File: src/rtl/vga_timing_gen_pkg.sv
// Shared types, mode constant sets and elaboration helpers for the VGA raster
// timing generator.
package vga_timing_pkg;

   typedef enum logic [1:0] {
      ST_SYNC       = 2'd0,
      ST_BACKPORCH  = 2'd1,
      ST_ACTIVE     = 2'd2,
      ST_FRONTPORCH = 2'd3
   } axis_state_e;

   typedef struct packed {
      int unsigned active;
      int unsigned fp;
      int unsigned sync;
      int unsigned bp;
      logic        pol;
   } axis_mode_t;

   typedef struct packed {
      axis_mode_t h;
      axis_mode_t v;
   } vga_mode_t;

   localparam vga_mode_t MODE_640X480_60 = '{
      h: '{active: 640, fp: 16, sync: 96,  bp: 48, pol: 1'b0},
      v: '{active: 480, fp: 10, sync: 2,   bp: 29, pol: 1'b0}
   };

   localparam vga_mode_t MODE_800X600_72 = '{
      h: '{active: 800, fp: 56, sync: 120, bp: 64, pol: 1'b1},
      v: '{active: 600, fp: 37, sync: 6,   bp: 23, pol: 1'b1}
   };

   function automatic int axis_total(int active, int fp, int sync, int bp);
      return sync + bp + active + fp;
   endfunction

   // True when a CW-bit counter can reach the larger axis total minus one.
   function automatic bit width_ok(int cw, int h_total, int v_total);
      longint max_count;
      max_count = longint'((h_total > v_total) ? h_total : v_total) - 64'sd1;
      return max_count < (64'sd1 <<< cw);
   endfunction

endpackage

File: src/rtl/vga_timing_gen_if.sv
// Raster timing bundle driven by vga_timing_gen and consumed by the renderer.
interface vga_timing_gen_if #(
   parameter int CW = 10
);
   logic          hsync;
   logic          vsync;
   logic          vidon;
   logic [CW-1:0] hc;
   logic [CW-1:0] vc;
   logic [CW-1:0] x;
   logic [CW-1:0] y;
   logic          line_start;
   logic          frame_start;

   modport master (
      output hsync, vsync, vidon, hc, vc, x, y, line_start, frame_start
   );

   modport slave (
      input  hsync, vsync, vidon, hc, vc, x, y, line_start, frame_start
   );
endinterface

File: src/rtl/vga_timing_gen_axis_counter.sv
// One raster axis: counts steps modulo the axis total and tracks the region.
// state         | meaning
// ST_SYNC       | count in [0, SYNC)
// ST_BACKPORCH  | count in [SYNC, SYNC+BP)
// ST_ACTIVE     | count in [SYNC+BP, SYNC+BP+ACTIVE)
// ST_FRONTPORCH | count in [SYNC+BP+ACTIVE, TOTAL)
module vga_axis_counter
   import vga_timing_pkg::*;
#(
   parameter int ACTIVE = 640,
   parameter int FP     = 16,
   parameter int SYNC   = 96,
   parameter int BP     = 48,
   parameter bit POL    = 1'b0,
   parameter int CW     = 10
) (
   input  logic          clk,
   input  logic          clr,
   input  logic          i_step,
   output logic [CW-1:0] o_count,
   output logic          o_wrap,
   output logic          o_sync,
   output logic          o_active_nxt,
   output logic [CW-1:0] o_coord_nxt
);

   localparam int TOTAL = axis_total(ACTIVE, FP, SYNC, BP);
   localparam logic [CW-1:0] C_LAST = CW'(TOTAL - 1);
   localparam logic [CW-1:0] C_BP0  = CW'(SYNC);
   localparam logic [CW-1:0] C_A0   = CW'(SYNC + BP);
   localparam logic [CW-1:0] C_FP0  = CW'(SYNC + BP + ACTIVE);

   axis_state_e   r_state;
   axis_state_e   w_state_nxt;
   logic [CW-1:0] r_count;
   logic [CW-1:0] w_count_nxt;
   logic          r_sync;
   logic          w_sync_nxt;

   assign o_wrap  = (r_count == C_LAST);
   assign o_count = r_count;
   assign o_sync  = r_sync;

   always_ff @(posedge clk or posedge clr) begin
      if (clr) begin
         r_state <= ST_SYNC;
         r_count <= '0;
         r_sync  <= POL;
      end else begin
         r_state <= w_state_nxt;
         r_count <= w_count_nxt;
         r_sync  <= w_sync_nxt;
      end
   end

   always_comb begin
      w_count_nxt = r_count;
      if (i_step) begin
         w_count_nxt = o_wrap ? '0 : r_count + 1'b1;
      end
      w_state_nxt = r_state;
      case (r_state)
         ST_SYNC:       if (w_count_nxt == C_BP0) w_state_nxt = ST_BACKPORCH;
         ST_BACKPORCH:  if (w_count_nxt == C_A0)  w_state_nxt = ST_ACTIVE;
         ST_ACTIVE:     if (w_count_nxt == C_FP0) w_state_nxt = ST_FRONTPORCH;
         ST_FRONTPORCH: if (w_count_nxt == '0)    w_state_nxt = ST_SYNC;
         default:       w_state_nxt = ST_SYNC;
      endcase
   end

   // Decodes look at the next state so registered outputs line up with the count.
   always_comb begin
      w_sync_nxt   = (w_state_nxt == ST_SYNC) ? POL : ~POL;
      o_active_nxt = (w_state_nxt == ST_ACTIVE);
      o_coord_nxt  = o_active_nxt ? (w_count_nxt - C_A0) : '0;
   end

endmodule

File: src/rtl/vga_timing_gen.sv
// VGA raster timing generator: two axis counters plus registered video window,
// coordinates and line/frame strobes, all aligned to hc/vc.
module vga_timing_gen
   import vga_timing_pkg::*;
#(
   parameter int H_ACTIVE = MODE_640X480_60.h.active,
   parameter int H_FP     = MODE_640X480_60.h.fp,
   parameter int H_SYNC   = MODE_640X480_60.h.sync,
   parameter int H_BP     = MODE_640X480_60.h.bp,
   parameter int V_ACTIVE = MODE_640X480_60.v.active,
   parameter int V_FP     = MODE_640X480_60.v.fp,
   parameter int V_SYNC   = MODE_640X480_60.v.sync,
   parameter int V_BP     = MODE_640X480_60.v.bp,
   parameter bit HS_POL   = MODE_640X480_60.h.pol,
   parameter bit VS_POL   = MODE_640X480_60.v.pol,
   parameter int CW       = 10
) (
   input  logic              clk,
   input  logic              clr,
   input  logic              pix_en,
   vga_timing_gen_if.master  vif
);

   localparam int H_TOTAL = axis_total(H_ACTIVE, H_FP, H_SYNC, H_BP);
   localparam int V_TOTAL = axis_total(V_ACTIVE, V_FP, V_SYNC, V_BP);

   if (!width_ok(CW, H_TOTAL, V_TOTAL)) begin : g_width_check
      $error("vga_timing_gen: CW=%0d cannot hold H_TOTAL=%0d / V_TOTAL=%0d",
             CW, H_TOTAL, V_TOTAL);
   end

   logic [CW-1:0] w_hc, w_vc;
   logic [CW-1:0] w_h_coord_nxt, w_v_coord_nxt;
   logic          w_h_wrap, w_v_wrap;
   logic          w_hsync, w_vsync;
   logic          w_h_active_nxt, w_v_active_nxt;
   logic          w_v_step;
   logic          w_vidon_nxt;

   logic          r_vidon;
   logic [CW-1:0] r_x, r_y;
   logic          r_line_start, r_frame_start;

   assign w_v_step    = pix_en & w_h_wrap;
   assign w_vidon_nxt = w_h_active_nxt & w_v_active_nxt;

   vga_axis_counter #(
      .ACTIVE(H_ACTIVE), .FP(H_FP), .SYNC(H_SYNC), .BP(H_BP), .POL(HS_POL), .CW(CW)
   ) u_h_axis (
      .clk          (clk),
      .clr          (clr),
      .i_step       (pix_en),
      .o_count      (w_hc),
      .o_wrap       (w_h_wrap),
      .o_sync       (w_hsync),
      .o_active_nxt (w_h_active_nxt),
      .o_coord_nxt  (w_h_coord_nxt)
   );

   vga_axis_counter #(
      .ACTIVE(V_ACTIVE), .FP(V_FP), .SYNC(V_SYNC), .BP(V_BP), .POL(VS_POL), .CW(CW)
   ) u_v_axis (
      .clk          (clk),
      .clr          (clr),
      .i_step       (w_v_step),
      .o_count      (w_vc),
      .o_wrap       (w_v_wrap),
      .o_sync       (w_vsync),
      .o_active_nxt (w_v_active_nxt),
      .o_coord_nxt  (w_v_coord_nxt)
   );

   // Strobes fire on the edge that loads hc=0, never for the reset-loaded zero.
   always_ff @(posedge clk or posedge clr) begin
      if (clr) begin
         r_vidon       <= 1'b0;
         r_x           <= '0;
         r_y           <= '0;
         r_line_start  <= 1'b0;
         r_frame_start <= 1'b0;
      end else begin
         r_vidon       <= w_vidon_nxt;
         r_x           <= w_vidon_nxt ? w_h_coord_nxt : '0;
         r_y           <= w_v_coord_nxt;
         r_line_start  <= pix_en & w_h_wrap;
         r_frame_start <= pix_en & w_h_wrap & w_v_wrap;
      end
   end

   assign vif.hsync       = w_hsync;
   assign vif.vsync       = w_vsync;
   assign vif.vidon       = r_vidon;
   assign vif.hc          = w_hc;
   assign vif.vc          = w_vc;
   assign vif.x           = r_x;
   assign vif.y           = r_y;
   assign vif.line_start  = r_line_start;
   assign vif.frame_start = r_frame_start;

endmodule

File: src/flat_wrapper.sv
// flat-port wrapper written by rule: the top's interface ports become plain ports
module vga_timing_gen_flat import vga_timing_pkg::*;
#(
   parameter int H_ACTIVE = MODE_640X480_60.h.active,
   parameter int H_FP     = MODE_640X480_60.h.fp,
   parameter int H_SYNC   = MODE_640X480_60.h.sync,
   parameter int H_BP     = MODE_640X480_60.h.bp,
   parameter int V_ACTIVE = MODE_640X480_60.v.active,
   parameter int V_FP     = MODE_640X480_60.v.fp,
   parameter int V_SYNC   = MODE_640X480_60.v.sync,
   parameter int V_BP     = MODE_640X480_60.v.bp,
   parameter bit HS_POL   = MODE_640X480_60.h.pol,
   parameter bit VS_POL   = MODE_640X480_60.v.pol,
   parameter int CW       = 10
)
  (clk, clr, pix_en, vif_hsync, vif_vsync, vif_vidon, vif_hc, vif_vc, vif_x, vif_y, vif_line_start, vif_frame_start);
  vga_timing_gen_if #(.CW(CW)) vif_i ();
  input  logic clk;
  input  logic clr;
  input  logic pix_en;
  output wire logic [$bits(vif_i.hsync)-1:0] vif_hsync;
  output wire logic [$bits(vif_i.vsync)-1:0] vif_vsync;
  output wire logic [$bits(vif_i.vidon)-1:0] vif_vidon;
  output wire logic [$bits(vif_i.hc)-1:0] vif_hc;
  output wire logic [$bits(vif_i.vc)-1:0] vif_vc;
  output wire logic [$bits(vif_i.x)-1:0] vif_x;
  output wire logic [$bits(vif_i.y)-1:0] vif_y;
  output wire logic [$bits(vif_i.line_start)-1:0] vif_line_start;
  output wire logic [$bits(vif_i.frame_start)-1:0] vif_frame_start;
  assign vif_hsync = vif_i.hsync;
  assign vif_vsync = vif_i.vsync;
  assign vif_vidon = vif_i.vidon;
  assign vif_hc = vif_i.hc;
  assign vif_vc = vif_i.vc;
  assign vif_x = vif_i.x;
  assign vif_y = vif_i.y;
  assign vif_line_start = vif_i.line_start;
  assign vif_frame_start = vif_i.frame_start;
  vga_timing_gen #(.H_ACTIVE(H_ACTIVE), .H_FP(H_FP), .H_SYNC(H_SYNC), .H_BP(H_BP), .V_ACTIVE(V_ACTIVE), .V_FP(V_FP), .V_SYNC(V_SYNC), .V_BP(V_BP), .HS_POL(HS_POL), .VS_POL(VS_POL), .CW(CW)) u_core (.clk(clk), .clr(clr), .pix_en(pix_en), .vif(vif_i));
endmodule
File: config.mk
export PLATFORM = sky130hd
export DESIGN_NAME = vga_timing_gen_flat
export DESIGN_NICKNAME = d
export VERILOG_FILES = /design/src/rtl/vga_timing_gen_pkg.sv /design/src/rtl/vga_timing_gen_if.sv /design/src/rtl/vga_timing_gen_axis_counter.sv /design/src/rtl/vga_timing_gen.sv /design/src/flat_wrapper.sv
export SDC_FILE = /design/constraint.sdc
export NUM_CORES = 1
export LEC_CHECK = 0
export BUFFER_PORTS_ARGS = -buffer_cell sky130_fd_sc_hd__buf_2
export CORE_MARGIN = 1.5
export CORE_UTILIZATION = 55
export DETAILED_ROUTE_END_ITERATION = 6
export HOLD_SLACK_MARGIN = 0.1
export PLACE_DENSITY = 0.78
export SYNTH_ARGS = -nofsm -noshare
export SYNTH_HDL_FRONTEND = slang
export SYNTH_SLANG_ARGS = --single-unit
export TNS_END_PERCENT = 30
File: constraint.sdc
create_clock -name clk -period 6.4 [get_ports clk]
set_input_delay 1.28 -clock clk [delete_from_list [all_inputs] [get_ports clk]]
set_output_delay 1.28 -clock clk [all_outputs]
set_load 0.02 [all_outputs]
# After elaboration in Yosys (flattened, before gate mapping)

Index checks and enable logic that the tools add are counted.
Widths: inputs -> output; s select.

Bits in registers: 49
Output and inout bits: 45

Add/sub/neg operators: 4
Eq/ne operators: 16
Muxes and demuxes: 19
Bitwise gates (word level): 3
Reductions and logical operators: 6

Operators with widths:

| cell                  | count |
|---|---|
| $mux 10               | 7 |
| $eq 10x10->1 const B  | 3 |
| $add 10x1->10 const B | 2 |
| $logic_not 10->1      | 2 |
| $mux 2                | 8 |
| $pmux 2 s4            | 2 |
| $eq 2x2->1 const B    | 6 |
| $eq 10x2->1 const B   | 1 |
| $eq 10x5->1 const B   | 1 |
| $eq 10x7->1 const B   | 1 |
| $eq 10x8->1 const B   | 1 |
| $eq 10x9->1 const B   | 1 |
| $sub 10x5->10 const B | 1 |
| $sub 10x8->10 const B | 1 |
| $logic_not 2->1       | 4 |
| $eq 2x1->1 const B    | 2 |
| $and 1x1->1           | 3 |
| $mux 1                | 2 |

# Longest topological paths before layout

Word-level depth: 9
Gate-level depth with buffers: 13
Depth with buffers taken out: 11

# By module

From an unflattened synthesis, not the netlist that was laid out.

Cell total of the unflattened synthesis: 287
Area total of the unflattened synthesis: 2817.7 µm²

By module, submodules not included:

| module                              | times used | cells an instance | area an instance (µm²) |
|---|---|---|---|
| vga_axis_counter at u_core.u_v_axis | 1          | 127               | 1072.3 |
| vga_axis_counter at u_core.u_h_axis | 1          | 121               | 1064.8 |
| vga_timing_gen                      | 1          | 39                | 680.7 |

# Least setup slack after synthesis

Ideal clock, no wire load.

Path type: in2reg
Start point: input pix_en
End point: register u_core.r_x[6], in the netlist u_core.vif.x[6]
Library setup time: 0.086 ns
Arrival: 3.509 ns
Required time: 6.314 ns
Setup slack: 2.805 ns
Cell stages on the path: 10
Path buffers: 2
Path through: buf_2 > and3_1 > a31oi_1 > o21ai_0 > ha_1 > o211ai_1 > or4b_1 > a21boi_0 > clkbuf_1 > nor3_1

Cells in the longest elaborated chain, start to end: 8

RTL lines:

| what                                      | line                              | RTL |
|---|---|---|
| start, declared                           | flat_wrapper.sv:20                | `input logic pix_en;` |
| $and 1x1->1                               | vga_timing_gen.sv:44              | `assign w_v_step = pix_en & w_h_wrap;` |
| $mux 10                                   | vga_timing_gen_axis_counter.sv:58 | `if (i_step) begin` |
| $eq 10x9->1, or another cell as far along | vga_timing_gen_axis_counter.sv:65 | `ST_ACTIVE: if (w_count_nxt == C_FP0) w_state_nxt = ST_FRONTPORCH;` |
| $mux 2, on equally long branches          | --                                |  |
| $pmux 2 s4                                | vga_timing_gen_axis_counter.sv:62 | `case (r_state)` |
| $eq 2x2->1                                | vga_timing_gen_axis_counter.sv:74 | `o_active_nxt = (w_state_nxt == ST_ACTIVE);` |
| $and 1x1->1                               | vga_timing_gen.sv:45              | `assign w_vidon_nxt = w_h_active_nxt & w_v_active_nxt;` |
| $mux 10 *                                 | vga_timing_gen.sv:83              | `r_x <= w_vidon_nxt ? w_h_coord_nxt : '0;` |
| end signal, assigned                      | vga_timing_gen.sv:83              |  |
| end, declared                             | vga_timing_gen.sv:41              | `logic [CW-1:0] r_x, r_y;` |

Mark *: on every way between the ends. The rest lies on a longest branch, timed or not.

# Worst setup path in the final report

Start point: input pix_en
End point: register u_core.r_x[4], in the netlist u_core.vif.x[4]

Cells in the longest elaborated chain, start to end: 8

RTL lines:

| what                                      | line                              | RTL |
|---|---|---|
| $and 1x1->1 *                             | vga_timing_gen.sv:44              |  |
| via u_core.u_v_axis.i_step                | vga_timing_gen_axis_counter.sv:19 | `input logic i_step,` |
| $mux 10 *                                 | vga_timing_gen_axis_counter.sv:58 |  |
| via u_core.u_v_axis.w_count_nxt[1]        | vga_timing_gen_axis_counter.sv:36 | `logic [CW-1:0] w_count_nxt;` |
| $eq 10x9->1, or another cell as far along | vga_timing_gen_axis_counter.sv:65 |  |
| $mux 2, on equally long branches          | --                                |  |
| $pmux 2 s4 *                              | vga_timing_gen_axis_counter.sv:62 |  |
| $eq 2x2->1 *                              | vga_timing_gen_axis_counter.sv:74 |  |
| $and 1x1->1 *                             | vga_timing_gen.sv:45              |  |
| $mux 10 *                                 | vga_timing_gen.sv:83              |  |

The timed path passes the listed nets; every way through them passes the cells marked *.

==> run summary <==
Status = completed
Critical Path Fanout Max = 18
Startpoint Class = input port
Post-Layout Cell Count = 389
Clock H-tree levels = 2
RSZ-0062 raised after global routing = no
Worst-Skew Late Latency = 300 ps
Post-route design area = 3180 µm²
Mapped Avg Cell Area = 10.1 µm²
Hold buffer count at CTS = 0
# Max-Cap Violations = 0
Number of global-route vias before repair = 2150
Fmax = 245 MHz
Post-Syn Nets = 288
Slowest CP cell = and4bb_1
# DRC = 0
Crit path capture type = flop
WL/cell = 16.2 µm
Setup Skew = 8.25 ps
Max-slew violations = 0
Period utilisation layout = 0.638
Vias/cell = 5.97
Worst Tran Pin Value = 984 ps
Clock slew seen by the registers of the worst setup and hold paths = 90 ps
Area of the multi-input gates = 1410 µm²
Tmin final = 4080 ps
Die Span X = 73.9 µm
PD cells = 289 nW/µm²
Routed Antenna Nets = 0
Post-synth EDFFs = 0
Via count = 2321
LEAKAGE = 1.53 nW
IO Port Bufs = 47
Gates resized, CTS repair = 0
CTS tree = done
Total power = 920 µW
Unique cell type count in the Yosys netlist = 60
Post-route setup TNS = 0 ps
Critical Path Max Stage Delay = 340 ps
Gr usage total = 0.249
Effective utilization at floorplan = 0.578
Core area = 4790 µm²
Critical Path, Cell by Cell = buf_2 > and4bb_1 > nand4_1 > inv_2 > a31oi_1 > inv_1 > ha_1 > o211ai_4 > o41ai_1 > a21boi_1 > buf_4 > nor3_1
Sequential share of the synthesized area = 0.443
# diodes = 0
Area post-placement = 3050 µm²
Layout Nets = 334
FF+latch area = 1230 µm²
Cell taking the most area after synthesis = dfrtp_1
Post-CTS setup buffer count = 0
Buf/Inv on CP = 4
Drt total wl = 6.29 mm
Die ar. = 5460 µm²
Final setup violation count = 0
CP top delay family = buffers and inverters
Hpwl dp = 4.63 mm
Slew HR = 0.343
Worst vdd ir = 0.203 mV
Layout area overhead = 15.0%
Io pins = 48
Placed cell count = 381
DRT iter0 DRCs = 175
Worst min path class = reg2reg
Critical path arrival = 4270 ps
Final RePlAce weighted congestion = 0.909
Die Ht = 73.9 µm
GRT overflow = 0
Clk root buf = clkbuf_8
Final hold vios = 0
Ys async rst share = 1.00
Top cell type's share of synthesized area = 0.443
#FFs+latches synth = 49
Req. time, crit path = 6580 ps
Crit Path Class = in2reg
FILL cells = 399
Area contributors post-synth = dfrtp_1 44%, xnor2_1 5.7%, ha_1 4.5%
Sinks on Clock Net = 49
Num rows = 25
TritonRoute pass-1 iters = 4
Largest net degree at the start of global routing = 50
First-pass GRT wire length = 10.5 mm
Initial antenna violation count = 0
Top_reg_cell synth = dfrtp_1
CTS max path bufs = 2
Share of layout cells above drive strength 1 = 0.217
Yosys warns = 0
Synth Instances = 275
Synthesized cell area = 2770 µm²
Num CTS Buffers = 5
[sequential cells by signal, indices dropped and copies added (netlist names), 2 cells and up]
name,cells
u_core.u_h_axis.r_state,2
u_core.u_h_axis.o_count,10
u_core.u_v_axis.r_state,2
u_core.vif.x,10
u_core.u_v_axis.o_count,10
u_core.vif.y,10
[worst paths after layout]
check | start | to | slack, ps | depth (start not counted)
min in group asynchronous | clr | u_core.vif.x[7] | 1200 | 2
worst max-delay path | pix_en | u_core.vif.x[4] | 2320 | 12
worst min register to register | u_core.u_v_axis.r_state[0] | u_core.vif.y[2] | 580 | 1
worst min-delay path | u_core.u_v_axis.r_state[0] | u_core.vif.y[2] | 580 | 1
max in group asynchronous | clr | u_core.u_v_axis.o_count[1] | 4580 | 2
worst max register to register | u_core.u_h_axis.o_count[0] | u_core.vif.x[4] | 2700 | 12
[worst reg2reg max path: cells and delay by family (launching register included)]
kind / cells / cell delay, ps
compound gates: 4 / 980
simple gates: 3 / 770
buf+inv: 3 / 750
fa+ha+maj: 2 / 590
flops: 1 / 500
[through the flow]
stage               utilization  setup WS (ps)  hold WS (ps)
floorplan                     -           2800           503
finish                    0.665           2320           583
detailed placement        0.637           2090           567
global placement          0.637           2310           555
CTS                       0.665           2390           578
global route              0.665           2130           628
[routing by layer]
layer  vias up  GRT usage  routed length, µm
met3         8     0.0480                352
met1      1119      0.373               3060
li1       1112          -                  -
met2        82      0.369               2830
met4         0     0.0638                 51
met5         -          0                  0
[logic make-up after synthesis]
group,synth area share
compound gates,0.132
xor+xnor,0.0665
fa+ha+maj,0.0452
buf+inv,0.0488
flops,0.443
mux,0.00769
simple gates,0.257
[Yosys cell counts (6+ instances only)]
library cell,n
nor4_1,6
ha_1,10
xnor2_1,18
nand2_1,7
buf_2,6
a21oi_1,6
nand4_1,9
nor3_1,14
nor2_1,18
dfrtp_1,49
and3_1,6
nand3_1,14
o21ai_0,14
inv_1,21
[cells in the final DEF (no fill, tap or decap), drive strengths merged, types with 3 or more instances in the layout]
cell type,n
a21oi,6
a22o,3
a31oi,4
a41oi,5
and3,7
and4,5
buf,49
clkbuf,5
dfrtp,49
ha,10
inv,22
nand2,7
nand3,14
nand3b,3
nand4,9
nor2,19
nor3,15
nor3b,4
nor4,9
o21ai,14
or3,3
or4,3
xnor2,18
xor2,3
[cell type report]
cell class,instances,area share
Clock inverter,3,0.0204
Multi-Input combinational cell,194,0.442
Tap cell,67,0.0263
Timing Repair Buffer,49,0.0786
Inverter,22,0.0260
Clock buffer,5,0.0216
Sequential cell,49,0.385
[power by group]
part           switching [mW]  total [mW]  internal, mW
clock                   0.103       0.258         0.155
sequential             0.0665       0.404         0.337
combinational           0.166       0.258        0.0919
(Power assumes the default switching activity.)
